`src/rtl/line_buffer_pkg.sv`:
```
// line_buffer_pkg: shared state encoding and width helpers for the window sequencer
package line_buffer_pkg;
  typedef enum logic {IDLE, RUN} state_t;
  function automatic int cnt_w(int n);
    return n > 2 ? $clog2(n) : 1;
  endfunction
  function automatic int idx_w(int n);
    return $clog2((n - 1) / 2) + 1;
  endfunction
endpackage

```
`src/rtl/line_buffer_window_sequencer_if.sv`:
```
// line_buffer_window_sequencer_if: upstream pixel, line-buffer load and window handshake signals
interface line_buffer_window_sequencer_if #(parameter int input_y = 5, parameter int input_x = 5);
  logic in_valid, in_sof, in_ready, lb_load;
  logic win_valid, win_ready, win_last, frame_done, err_sof;
  logic [line_buffer_pkg::idx_w(input_x)-1:0] win_row;
  logic [line_buffer_pkg::idx_w(input_y)-1:0] win_col;
  modport master (
    input  in_valid, in_sof, win_ready,
    output in_ready, lb_load, win_valid, win_row, win_col, win_last, frame_done, err_sof
  );
  modport slave (
    output in_valid, in_sof, win_ready,
    input  in_ready, lb_load, win_valid, win_row, win_col, win_last, frame_done, err_sof
  );
endinterface

```
`src/rtl/line_buffer_window_sequencer_pos_counter.sv`:
```
// pos_counter: wrap counter with enable and sync clear; clear with enable restarts counting from zero
module pos_counter #(parameter int w = 3, parameter int max = 4) (
  input  logic         clk,
  input  logic         rst,
  input  logic         en,
  input  logic         clr,
  output logic [w-1:0] q,
  output logic         wrap
);
  logic [w-1:0] base;
  always_comb begin
    base = clr ? '0 : q;
    wrap = base == w'(max);
  end
  always_ff @(posedge clk or negedge rst) begin
    if (!rst) q <= '0;
    else if (en) q <= wrap ? '0 : base + 1'b1;
    else if (clr) q <= '0;
  end
endmodule

```
`src/rtl/line_buffer_window_sequencer.sv`:
```
// line_buffer_window_sequencer: pixel position tracking and stride-2 3x3 window issue around a line buffer
module line_buffer_window_sequencer
  import line_buffer_pkg::*;
#(parameter int input_y = 5, parameter int input_x = 5) (
  input logic clk,
  input logic rst,
  line_buffer_window_sequencer_if.master bus
);
  localparam int rw = cnt_w(input_x);
  localparam int cw = cnt_w(input_y);
  localparam int orw = idx_w(input_x);
  localparam int ocw = idx_w(input_y);
  state_t state, state_nx;
  logic [rw-1:0] row, pos_r;
  logic [cw-1:0] col, pos_c;
  logic accept, load, restart, col_wrap, row_wrap, hit, last_win, take;
  pos_counter #(.w(cw), .max(input_y - 1)) u_col (
    .clk(clk), .rst(rst), .en(load), .clr(restart), .q(col), .wrap(col_wrap)
  );
  pos_counter #(.w(rw), .max(input_x - 1)) u_row (
    .clk(clk), .rst(rst), .en(load & col_wrap), .clr(restart), .q(row), .wrap(row_wrap)
  );
  always_comb begin
    bus.in_ready = !bus.win_valid | bus.win_ready;
    accept = bus.in_valid & bus.in_ready;
    load = accept & (state == RUN | bus.in_sof);
    restart = load & bus.in_sof;
    bus.lb_load = load;
    pos_r = restart ? '0 : row;
    pos_c = restart ? '0 : col;
    state_nx = state == IDLE ? (restart ? RUN : IDLE) : (load & row_wrap & col_wrap ? IDLE : RUN);
    // only even positions from (2,2) close a stride-2 window; stale lines after a restart never qualify
    hit = load && pos_r >= rw'(2) && pos_c >= cw'(2) && !pos_r[0] && !pos_c[0];
    last_win = pos_r >= rw'(input_x - 2) && pos_c >= cw'(input_y - 2);
    take = bus.win_valid & bus.win_ready;
  end
  always_ff @(posedge clk or negedge rst) begin
    if (!rst) state <= IDLE;
    else state <= state_nx;
  end
  always_ff @(posedge clk or negedge rst) begin
    if (!rst) begin
      bus.win_valid <= 1'b0;
      bus.win_row <= '0;
      bus.win_col <= '0;
      bus.win_last <= 1'b0;
      bus.frame_done <= 1'b0;
      bus.err_sof <= 1'b0;
    end else begin
      bus.win_valid <= hit | (bus.win_valid & !bus.win_ready);
      if (hit) begin
        bus.win_row <= orw'((pos_r - rw'(2)) >> 1);
        bus.win_col <= ocw'((pos_c - cw'(2)) >> 1);
        bus.win_last <= last_win;
      end else if (take) bus.win_last <= 1'b0;
      bus.frame_done <= take & bus.win_last;
      bus.err_sof <= restart & (state == RUN);
    end
  end
endmodule

```
`src/flat_wrapper.sv`:
```
// flat-port wrapper written by rule: the top's interface ports become plain ports
module line_buffer_window_sequencer_flat import line_buffer_pkg::*;
#(parameter int input_y = 5, parameter int input_x = 5)
  (clk, rst, bus_in_valid, bus_in_sof, bus_win_ready, bus_in_ready, bus_lb_load, bus_win_valid, bus_win_row, bus_win_col, bus_win_last, bus_frame_done, bus_err_sof);
  line_buffer_window_sequencer_if #(.input_y(input_y), .input_x(input_x)) bus_i ();
  input logic clk;
  input logic rst;
  input wire logic [$bits(bus_i.in_valid)-1:0] bus_in_valid;
  input wire logic [$bits(bus_i.in_sof)-1:0] bus_in_sof;
  input wire logic [$bits(bus_i.win_ready)-1:0] bus_win_ready;
  output wire logic [$bits(bus_i.in_ready)-1:0] bus_in_ready;
  output wire logic [$bits(bus_i.lb_load)-1:0] bus_lb_load;
  output wire logic [$bits(bus_i.win_valid)-1:0] bus_win_valid;
  output wire logic [$bits(bus_i.win_row)-1:0] bus_win_row;
  output wire logic [$bits(bus_i.win_col)-1:0] bus_win_col;
  output wire logic [$bits(bus_i.win_last)-1:0] bus_win_last;
  output wire logic [$bits(bus_i.frame_done)-1:0] bus_frame_done;
  output wire logic [$bits(bus_i.err_sof)-1:0] bus_err_sof;
  assign bus_i.in_valid = bus_in_valid;
  assign bus_i.in_sof = bus_in_sof;
  assign bus_i.win_ready = bus_win_ready;
  assign bus_in_ready = bus_i.in_ready;
  assign bus_lb_load = bus_i.lb_load;
  assign bus_win_valid = bus_i.win_valid;
  assign bus_win_row = bus_i.win_row;
  assign bus_win_col = bus_i.win_col;
  assign bus_win_last = bus_i.win_last;
  assign bus_frame_done = bus_i.frame_done;
  assign bus_err_sof = bus_i.err_sof;
  line_buffer_window_sequencer #(.input_y(input_y), .input_x(input_x)) u_core (.clk(clk), .rst(rst), .bus(bus_i));
endmodule
```
`config.mk`:
```
export PLATFORM = sky130hd
export DESIGN_NAME = line_buffer_window_sequencer_flat
export DESIGN_NICKNAME = d
export VERILOG_FILES = /design/src/rtl/line_buffer_pkg.sv /design/src/rtl/line_buffer_window_sequencer_if.sv /design/src/rtl/line_buffer_window_sequencer_pos_counter.sv /design/src/rtl/line_buffer_window_sequencer.sv /design/src/flat_wrapper.sv
export SDC_FILE = /design/constraint.sdc
export NUM_CORES = 1
export LEC_CHECK = 0
export ABC_AREA = 1
export BUFFER_PORTS_ARGS = -buffer_cell sky130_fd_sc_hd__buf_2
export CAP_MARGIN = 20
export CORE_UTILIZATION = 30
export DETAILED_ROUTE_END_ITERATION = 8
export GPL_TIMING_DRIVEN = 1
export SYNTH_ARGS = -nofsm -noshare
export SYNTH_HDL_FRONTEND = slang
export SYNTH_SLANG_ARGS = --single-unit
```
`constraint.sdc`:
```
create_clock -name clk -period 2.9 [get_ports clk]
set_input_delay 0.58 -clock clk [delete_from_list [all_inputs] [get_ports clk]]
set_output_delay 0.58 -clock clk [all_outputs]
set_load 0.005 [all_outputs]
```
After elaboration in Yosys (flattened, before gate mapping)
Index checks and enable logic that the tools add are counted.
{ "totals": {"output_inout_bits": 10, "reg_bits": 15, "word_cells": 53} }
{ "op_classes": {"n_addsub": 4, "magnitude_cmp": 4, "bitwise": 13, "n_eq_ne": 2, "n_reduce_logical": 10, "n_mux": 11} }
{ "op_table": {"columns": ["cell", "n"], "rows": [
  ["3-bit two-way mux", 6],
  ["3-bit by 2-bit greater-or-equal comparator with 1-bit output (second input constant)", 4],
  ["1-bit AND", 10],
  ["3-bit by 1-bit adder with 3-bit output (second input constant)", 2],
  ["3-bit equality test (second input constant)", 2],
  ["3-bit by 2-bit subtractor with 3-bit output (second input constant)", 2],
  ["1-bit logical AND", 5],
  ["1-bit two-way mux", 5],
  ["1-bit logical NOT", 4],
  ["1-bit bitwise OR", 3],
  ["2-bit nonzero test", 1]
]} }

Logic depth before layout (Yosys ltp)
{ "logic_depth": {"word_depth": 12, "ltp_mapped": 13} }

By module
Synthesis repeated with hierarchy kept, for this count alone.
{ "unflattened": {"hier_cells": 107, "area_unflattened_um2": 873.3} }
{ "modules_own_cells": {"columns": ["mod", "cells_each", "area_each_um2", "instances", "seq_area_each_um2"], "rows": [
  ["line_buffer_window_sequencer", 60, 500.5, 1, 225.2],
  ["pos_counter (u_core.u_col)", 24, 188.9, 1, 75.1],
  ["pos_counter (u_core.u_row)", 23, 183.9, 1, 75.1]
]} }

Worst setup path before layout
Ideal clock, no wire load.
{ "synth_path": {"path_type": "input-to-reg", "startpoint": "in bus_win_ready", "endpoint": "reg u_core.bus.win_last", "setup_time_ps": 117, "t_arrival_ps": 1606, "path_slack_ps": 1176, "cell_stages": 11, "cell_sequence": "inv_2 -> nand2_4 -> nand3_4 -> nand2_1 -> ha_1 -> nor2_1 -> inv_1 -> a21oi_2 -> nand2_2 -> nand3_1 -> nand2_1"} }
{ "synth_via": {"elab_chain_cells": 11, "elab_cells_between_ends": 20, "cone_classes": "order compare (4); mux (3); bitwise (5); reduce/logical (8)"} }
{ "synth_lines": {"columns": ["item", "line_no", "text"], "rows": [
  ["start: declaration", "flat_wrapper.sv:10", "input wire logic [$bits(bus_i.win_ready)-1:0] bus_win_ready;"],
  ["1-bit bitwise OR (*)", "line_buffer_window_sequencer.sv:24", "bus.in_ready = !bus.win_valid | bus.win_ready;"],
  ["net bus_in_ready", "flat_wrapper.sv:11", "output wire logic [$bits(bus_i.in_ready)-1:0] bus_in_ready;"],
  ["1-bit AND (*)", "line_buffer_window_sequencer.sv:25", "accept = bus.in_valid & bus.in_ready;"],
  ["1-bit AND (*)", "line_buffer_window_sequencer.sv:26", "load = accept & (state == RUN | bus.in_sof);"],
  ["1-bit AND", "line_buffer_window_sequencer.sv:27", "restart = load & bus.in_sof;"],
  ["3-bit two-way mux", "line_buffer_window_sequencer.sv:29", "pos_r = restart ? '0 : row;"],
  ["3-bit by 2-bit greater-or-equal comparator with 1-bit output", "line_buffer_window_sequencer.sv:33", "hit = load && pos_r >= rw'(2) && pos_c >= cw'(2) && !pos_r[0] && !pos_c[0];"],
  ["1-bit logical AND (4 in series)", "line_buffer_window_sequencer.sv:33", null],
  ["1-bit two-way mux / 2-bit nonzero test (equally long branches)", null, null],
  ["end signal: assignment", "line_buffer_window_sequencer.sv:54", "bus.win_last <= last_win;"],
  ["end: declaration", "line_buffer_window_sequencer_if.sv:9", "output in_ready, lb_load, win_valid, win_row, win_col, win_last, frame_done, err_sof"]
]} }
Mark *: on every way through the listed nets, which the timed path passes. The rest lies on a longest branch.
A chain may end at the register's enable or synchronous reset.

Worst setup path in the final report
{ "layout_path": {"startpoint": "reg u_core.bus.win_valid", "endpoint": "out bus_lb_load"} }
{ "layout_via": {"elab_chain_cells": 4} }
{ "layout_lines": {"columns": ["item", "line_no", "text"], "rows": [
  ["start: declaration", "line_buffer_window_sequencer_if.sv:9", null],
  ["start signal: assignment", "line_buffer_window_sequencer.sv:50", "bus.win_valid <= hit | (bus.win_valid & !bus.win_ready);"],
  ["1-bit logical NOT", "line_buffer_window_sequencer.sv:24", null],
  ["1-bit bitwise OR", "line_buffer_window_sequencer.sv:24", null],
  ["1-bit AND", "line_buffer_window_sequencer.sv:25", null],
  ["1-bit AND", "line_buffer_window_sequencer.sv:26", null],
  ["end: declaration", "flat_wrapper.sv:12", "output wire logic [$bits(bus_i.lb_load)-1:0] bus_lb_load;"]
]} }
Every way passes these cells.

==> impl_results.md <==
* Status: finished clean
* Post-synthesis simple-gate area fraction at 29.23%
* Root Buffer: clkbuf_4
* Post-DRT Antenna Nets at 0
* Largest family of logic cells by synthesized area: simple AND/OR/NAND/NOR gates
* CP Buf/Inv Count at 2
* Post-route cell area at 948.4 µm²
* Placed cells at 141
* Post-Syn Area at 813.3 µm²
* YS warnings at 0
* Pre-CTS setup slack at 0.9144 ns
* Port bufs at 14
* Fin crit share at 61.24%
* # DRC at 0
* Row Count at 18
* GRT Total Usage at 12.47%
* Area of the multi-input gates at 377.9 µm²
* FMAX at 563.1 MHz
* Slew @ Worst Pin at 0.3314 ns
* Final setup violation count at 0
* Die width at 54.07 µm
* Layout Cells excl Fill at 145
* CTS sink count at 15
* Mux share of post-synthesis cell area at 0%
* WL/cell at 9.676 µm
* TritonRoute pass-1 iters at 4
* Seq/Total Area, Yosys at 46.15%
* CP Depth at 4
* CTS tree: done
* Grt ovf at 0
* Net count after synthesis at 109
* Reg-to-Reg Start: u_core.bus.win_valid
* Power density over cell area at 489.5 mW/mm²
* Worst setup EP type: output pin
* Power consumption at 464.3 µW
* R2R Path End: u_core.u_col.q[2]
* Setup Buffers After CTS at 0
* Die area at 0.002923 mm²
* Final wirelength at 1.403 mm
* R2R depth at 9
* Worst setup path class: reg -> out
* Most frequent cells in the layout: nand2_1 (29), dfrtp_1 (15), buf_2 (14)
* Most common cell after layout, fill and taps aside: nand2_1
* Worst clock skew at 0.004952 ns
* H-tree Lvls at 1
* Diodes inserted at 0
* Peak VDD IR at 0.3269 mV
* HP Class: in -> async
* Compound-Gate Fraction of Synth Area at 6.462%
* R2R Setup Slk at 1.20 ns
* CTS buffer count at 3
* Max transition margin at 77.91%
* Final Slew Violations at 0
* Dpl hpwl at 1.155 mm
* Synthesized area per cell at 8.384 µm²
* Detailed Route Iter0 Violations at 10
* Fill cell count at 268
* Nets@finish at 128
* RD Place Congestion at 0.7963
* Vias in the first global route at 586
* RSZ-0062 raised after global routing: false
* Placed instance area at 920.9 µm²
* Adder-cell share of the synthesized area at 10.77%
* Reg area at 375.4 µm²
* Post-cts sizing count at 0
* Critical Path Slowest Stage Cell: dfrtp_1
* Critical path fanouts, max at 6
* Cell variety after synth at 15
* Critical-path cell list: nand2_4 -> nand3_2 -> inv_2 -> buf_2
* # IOs at 15
* Arrival time worst endpoint at 1.20 ns
* First-pass GRT wire length at 2.497 mm
* Crit-path max cell delay at 0.42 ns
* Share of layout cells above drive strength 1 at 26.96%
* Final Worst Setup Slack at 1.124 ns
* Core ar. at 0.002522 mm²
* Clk_lat worst skew at 0.28 ns
* Clock-pin transition on the worst setup and hold timing paths at 0.09 ns
* Initial antenna violation count at 0
* Initial core utilization at 32.24%
* Total of max-cap violations at 0
* Setup TNS at 0 ns
* Avg Vias per Cell at 4.545
* XOR/XNOR share of the synthesized area at 0%
* Synthesized flop and latch total at 15
* Vias at 659
* Cells after Synth at 97
* Final critical-path required period at 1.776 ns
* Req. time, crit path at 2.32 ns
* Worst path top cell family by delay: flip-flops
* Largest net degree at the start of global routing at 16
* Fin. Hold Viols at 0
* Die H at 54.07 µm
* CTS Buffer Depth at 2
* Cts hold-fix bufs at 0
* Leakage dissipation at 0.5639 nW
* Critical path launch point type: flip-flop
* Area grow syn2layout at 16.62%
## power by group
group	switching (mW)	total [mW]	internal [mW]
registers	0.0138	0.245	0.231
logic	0.0630	0.101	0.0383
clock network	0.0670	0.118	0.0512
## metrics by stage
stage	hold WS [ns]	util (%)
3_5_place_dp	0.4742	36.51
5_1_grt	0.1842	37.60
3_3_place_gp	0.4721	36.51
6_report	0.1803	37.60
4_1_cts	0.1848	37.60
2_1_floorplan	0.2844	-
## state kept, by name, summed over array words and instances (netlist names)
signal / flops
u_core.u_row.q: 3
u_core.u_col.q: 3
u_core.bus.err_sof: 1
u_core.bus.win_last: 1
u_core.bus.win_col: 2
u_core.bus.win_valid: 1
u_core.state: 1
u_core.bus.frame_done: 1
u_core.bus.win_row: 2
## area by class of cell
cell class	instances	area share, %
clock inverter	1	0.5277
timing repair buffer	14	7.388
sequential	15	39.58
multi-input combinational	66	39.84
inverter	16	6.332
tap	30	3.958
clock buffer	3	2.375
## cell usage after synthesis
library cell,count,share of area (%)
nand3b_1,1,0.92
o21ai_1,5,3.1
nand2_2,3,2.3
a21oi_2,2,2.2
nand3_1,4,2.5
nor2_1,9,4.2
nand2_1,29,13
inv_1,12,5.5
dfrtp_1,15,46
ha_1,7,11
nand3_2,2,2.5
nand3_4,1,2.2
inv_2,4,1.8
nand2_4,1,1.4
o21ai_0,2,1.2
## kinds of logic after synthesis
logic type      after synthesis
compound gates                9
fa+ha+maj                     7
flops                        15
buf+inv                      16
simple gates                 50
## worst max-delay path by stage
stage	startpoint	endpoint	slack (ns)
2_1_floorplan	bus_win_ready	u_core.bus.win_last	1.18
3_3_place_gp	bus_win_ready	u_core.u_col.q[2]	0.94
3_5_place_dp	bus_win_ready	u_core.bus.win_row[0]	0.91
4_1_cts	u_core.bus.win_valid	bus_lb_load	1.10
5_1_grt	u_core.bus.win_valid	bus_lb_load	1.01
6_report	u_core.bus.win_valid	bus_lb_load	1.12
## layer usage
layer	global-route usage (%)	wire, µm	vias to the layer above
li1	-	-	340
met1	15.02	671	301
met2	18.72	624	14
met3	6.215	78	4
met4	5.128	29	0
met5	0	0	-
(Power assumes the default switching activity.)
